### src/rtl/if_fetch.sv
// Instruction-fetch stage: PC, one-outstanding imem req/ack handshake, 1-entry skid
// for decode stall, and flush/redirect with a DROP state for an abandoned in-flight request.
module if_fetch #(
  parameter logic [31:0] RESET_PC = 32'h0000_0000
) (
  input  logic        clk,
  input  logic        rst,
  output logic        imem_req_o,
  output logic [31:0] imem_addr_o,
  input  logic        imem_ack_i,
  input  logic [31:0] imem_rdata_i,
  input  logic        stall_i,
  input  logic        flush_i,
  input  logic [31:0] redirect_pc_i,
  output logic        id_valid_o,
  output logic [31:0] id_pc_o,
  output logic [31:0] id_inst_o
);

  localparam logic [1:0] ST_RST   = 2'd0;
  localparam logic [1:0] ST_FETCH = 2'd1;
  localparam logic [1:0] ST_HOLD  = 2'd2;
  localparam logic [1:0] ST_DROP  = 2'd3;

  logic [1:0]  state;
  logic [31:0] pc;
  logic [31:0] pending_pc;
  logic [31:0] skid_pc;
  logic [31:0] skid_inst;
  logic        out_valid;
  logic [31:0] out_pc;
  logic [31:0] out_inst;
  logic [31:0] redirect_aligned;
  logic [31:0] reset_aligned;

  assign redirect_aligned = redirect_pc_i & ~32'h3;
  assign reset_aligned    = RESET_PC & ~32'h3;

  // pc is not advanced on a flush that hits an outstanding request, so it keeps
  // driving the pre-flush address while DROP waits for the stale ack.
  assign imem_req_o  = (state == ST_FETCH) || (state == ST_DROP);
  assign imem_addr_o = pc;
  assign id_valid_o  = out_valid;
  assign id_pc_o     = out_pc;
  assign id_inst_o   = out_inst;

  always_ff @(posedge clk or negedge rst) begin
    if (!rst) begin
      state      <= ST_RST;
      pc         <= reset_aligned;
      pending_pc <= '0;
      skid_pc    <= '0;
      skid_inst  <= '0;
      out_valid  <= 1'b0;
      out_pc     <= '0;
      out_inst   <= '0;
    end else if (flush_i) begin
      out_valid <= 1'b0;
      out_pc    <= '0;
      out_inst  <= '0;
      skid_pc   <= '0;
      skid_inst <= '0;
      case (state)
        ST_FETCH: begin
          if (imem_ack_i) begin
            pc    <= redirect_aligned;
            state <= ST_FETCH;
          end else begin
            pending_pc <= redirect_aligned;
            state      <= ST_DROP;
          end
        end
        ST_DROP: pending_pc <= redirect_aligned;
        default: begin
          pc    <= redirect_aligned;
          state <= ST_FETCH;
        end
      endcase
    end else begin
      case (state)
        ST_RST: state <= ST_FETCH;
        ST_FETCH: begin
          if (imem_ack_i) begin
            pc <= pc + 32'd4;
            if (!out_valid || !stall_i) begin
              out_valid <= 1'b1;
              out_pc    <= pc;
              out_inst  <= imem_rdata_i;
            end else begin
              skid_pc   <= pc;
              skid_inst <= imem_rdata_i;
              state     <= ST_HOLD;
            end
          end else if (!stall_i) begin
            out_valid <= 1'b0;
            out_pc    <= '0;
            out_inst  <= '0;
          end
        end
        ST_HOLD: begin
          if (!stall_i) begin
            out_valid <= 1'b1;
            out_pc    <= skid_pc;
            out_inst  <= skid_inst;
            skid_pc   <= '0;
            skid_inst <= '0;
            state     <= ST_FETCH;
          end
        end
        default: begin
          if (imem_ack_i) begin
            pc    <= pending_pc;
            state <= ST_FETCH;
          end
        end
      endcase
    end
  end

endmodule

### config.mk
export PLATFORM = sky130hd
export DESIGN_NAME = if_fetch
export DESIGN_NICKNAME = d
export VERILOG_FILES = /design/src/rtl/if_fetch.sv
export SDC_FILE = /design/constraint.sdc
export NUM_CORES = 1
export LEC_CHECK = 0
export BUFFER_PORTS_ARGS = -buffer_cell sky130_fd_sc_hd__buf_2
export CAP_MARGIN = 25
export CORE_AREA = 2 2 163 165
export CTS_BUF_LIST = sky130_fd_sc_hd__clkbuf_4 sky130_fd_sc_hd__clkbuf_8
export DETAILED_ROUTE_END_ITERATION = 10
export DIE_AREA = 0 0 165 167
export SLEW_MARGIN = 20
export SYNTH_ARGS = -nofsm -noshare
export SYNTH_HDL_FRONTEND = slang
export SYNTH_SLANG_ARGS = --single-unit
### constraint.sdc
create_clock -name clk -period 2.2 [get_ports clk]
set_clock_uncertainty 0.2 [all_clocks]
set_input_delay 0.33 -clock clk [delete_from_list [all_inputs] [get_ports clk]]
set_output_delay 0.33 -clock clk [all_outputs]
set_load 0.01 [all_outputs]
==> impl_metrics.py <==
metrics = {
    "pwr": {
        "power_density_nw_per_um2": 818,
        "p_leak_nw": 5.30,
        "peakVddDrop_mv": 0.322,
    },
    "sta": {
        "hold_violations": 0,
        "holdWs_ns": 0.0714,
        "fmax_ghz": 0.479,
        "rsz0062_at_grt": "no",
        "fin_setup_tns_ns": 0,
        "worst_slew_pin_slew_ns": 0.551,
        "fin_crit_sh": 0.949,
        "min_period_ns": 2.09,
        "setup_viol": 0,
        "setup_ws_ns": 0.113,
        "slew_violations": 0,
        "maxSlewHeadroom": 0.632,
    },
    "place": {
        "place_area_um2": 10500,
        "place_ws_ns": 0.0507,
        "place_congestion": 0.817,
        "port_buffers": 162,
        "hpwl_mm": 16.9,
    },
    "routing": {
        "met1Wirelength_mm": 12.2,
        "drtPass1Iterations": 5,
        "wl_met3_mm": 1.28,
        "drt_iter0_markers": 704,
        "num_vias": 7818,
        "routed_wl_mm": 24.9,
        "highest_layer": "met5",
        "drc": 0,
        "routed_via_density": 5.06,
        "antenna_left": 0,
        "avgRoutedWirePerCell_um": 16.1,
        "dr_wl_met2_mm": 11.0,
    },
    "synth": {
        "syn_area_um2": 8920,
        "ys_warn_count": 0,
        "ys_ff_latch": 189,
        "synth_edf_count": 0,
        "synthCells": 972,
        "avgSynthCellArea_um2": 9.18,
        "ys_seq_area_frac": 0.530,
        "ys.flop_type": "dfrtp_1",
        "synth.distinct_cells": 52,
        "ys_async_sr_fraction": 1.00,
    },
    "finish": {
        "nets": 1267,
        "layout_common_cells": "nand2_1, dfrtp_1, o21ai_0",
        "final_common_cell": "nand2_1",
        "area_growth_pct": 29.9,
        "fin_area_um2": 11600,
        "final_layout_size_suffix_gt1_frac": 0.250,
        "final_util": 0.450,
    },
    "global_routing": {
        "antenna_found_initial": 2,
        "grt_use_total": 0.184,
        "grt_pass1_vias": 7294,
        "grt_pass1_wl_mm": 39.9,
        "grt_start_max_net_pins": 57,
        "gr-total-overflow": 0,
    },
    "clock_tree": {
        "htree_levels": 4,
        "cts_buffers": 17,
        "cts_root_buf": "clkbuf_8",
        "clk-insertion-delay-late_ns": 0.47,
        "cts_tree": "done",
        "cts_sinks": 189,
        "cts_buffer_depth": 2,
        "cts.clk_slew.worst_paths_ns": 0.09,
    },
    "critical_path": {
        "worstPathMaxFanout": 6,
        "cp-start-kind": "flop",
        "r2r_slack_ns": 0.11,
        "cp_slowest_cell": "dfrtp_1",
        "r2r-end": "imem_addr_o[26]",
        "startpoint": "imem_addr_o[3]",
        "slowest_delay_ns": 0.40,
        "r2r_start": "imem_addr_o[3]",
        "required_ns": 2.34,
        "cp_cell_sequence": "ha_1 > nand3_1 > or2_4 > nor4_4 > o21ai_0 > o2bb2ai_1",
        "end_kind": "flop",
        "ff2ff_path_depth": 6,
        "cp_data_arrival_time_ns": 2.23,
        "path_class": "flop to flop",
    },
    "floorplanning": {
        "die-area_um2": 27600,
        "rows": 59,
        "die_h_um": 167,
        "die_w_um": 165,
        "pin_count": 167,
        "start_util": 0.346,
        "core_area_um2": 25800,
    },
    "worst_hold_path": {
        "holdPathStages": 3,
        "hold_path_class": "input port to flop",
        "hp-start": "stall_i",
        "hold_end": "state[0]",
    },
    "run_status": {
        "outcome": "finished, final reports clean",
    },
    "job": {
        "maxCapViolations": 0,
    },
}
## where the power goes
group | leakage, nW | switching, mW | internal, mW
clock network | 0.235 | 1.31 | 1.42
logic | 2.63 | 1.34 | 1.03
registers | 2.43 | 0.406 | 3.98
## state kept, by name (all words and copies together) (netlist names)
name / flops
pending_pc: 30
id_valid_o: 1
skid_pc: 31
state: 2
skid_inst: 32
imem_addr_o: 30
id_inst_o: 32
id_pc_o: 31
## layout make-up
cell class	count	area (um2)
Clock inverter	12	206
Fill cell	2511	14200
Multi-Input combinational cell	696	3840
Clock buffer	20	263
Inverter	4	15.0
Sequential cell	189	4730
Antenna cell	1	2.50
Timing Repair Buffer	289	2120
Tap cell	335	419
## layer usage
layer  track usage  up-vias
met5             0        -
met4        0.0510        2
met3        0.0354       23
met2         0.276      223
met1         0.271     3688
li1              -     3882
## kinds of logic after synthesis
group                      Yosys count  share of synthesized area
AOI/OAI and AO/OA                  316                      0.214
adders and majority gates            1                    0.00140
buffers and inverters               88                     0.0433
DFF                                189                      0.530
muxes                               32                     0.0401
other                                1                   0.000420
and+or+nand+nor                    345                      0.171
## synthesized netlist by cell type, types with 3 or more instances
cell type  number  area (um2)
nand2_1       235         882
o21ai_0       166         831
o2bb2ai_1       6        52.6
buf_2          21         105
nor4_1          3        18.8
mux2_2         30         338
a31oi_1        10        62.6
nor2_1         31         116
nand2b_1        5        31.3
and3_1         15        93.8
inv_1           4        15.0
a211oi_1        3        22.5
a22o_1          4        35.0
a22oi_1        63         473
dfrtp_1       189        4730
a221o_1         3        30.0
nand4_1         7        43.8
and2_1          5        31.3
a221oi_1        6        52.6
nand3_1        17        85.1
nor3_1         11        55.1
clkbuf_1       53         199
o21ai_1        12        60.1
buf_4           8        60.1
a21oi_1        26         130
## stage by stage
step	total power, mW	instances
after global routing	10.1	1546
final	9.48	1546
after CTS	9.58	1544
after detailed placement	6.74	1449
after global placement	6.69	1449
after floorplan	5.58	973
## critical path, delay by kind of cell (launching register included)
kind | cells | cell delay, ns
compound gates | 2 | 0.29
fa+ha+maj | 1 | 0.21
flops | 1 | 0.40
simple gates | 3 | 0.86
## repair_timing
item                       4_1_cts  5_1_grt
buffers inserted                 0        1
hold buffers                    63        0
setup endpoints to repair        0        5
resized for setup                0        1
hold endpoints to repair       220        0
## worst max-delay path by stage
stage / depth (start not counted) / end
2_1_floorplan: 6 / imem_addr_o[28]
3_3_place_gp: 6 / imem_addr_o[26]
3_5_place_dp: 6 / imem_addr_o[26]
4_1_cts: 6 / imem_addr_o[26]
5_1_grt: 6 / imem_addr_o[26]
6_report: 6 / imem_addr_o[26]
(Power assumes the default switching activity.)
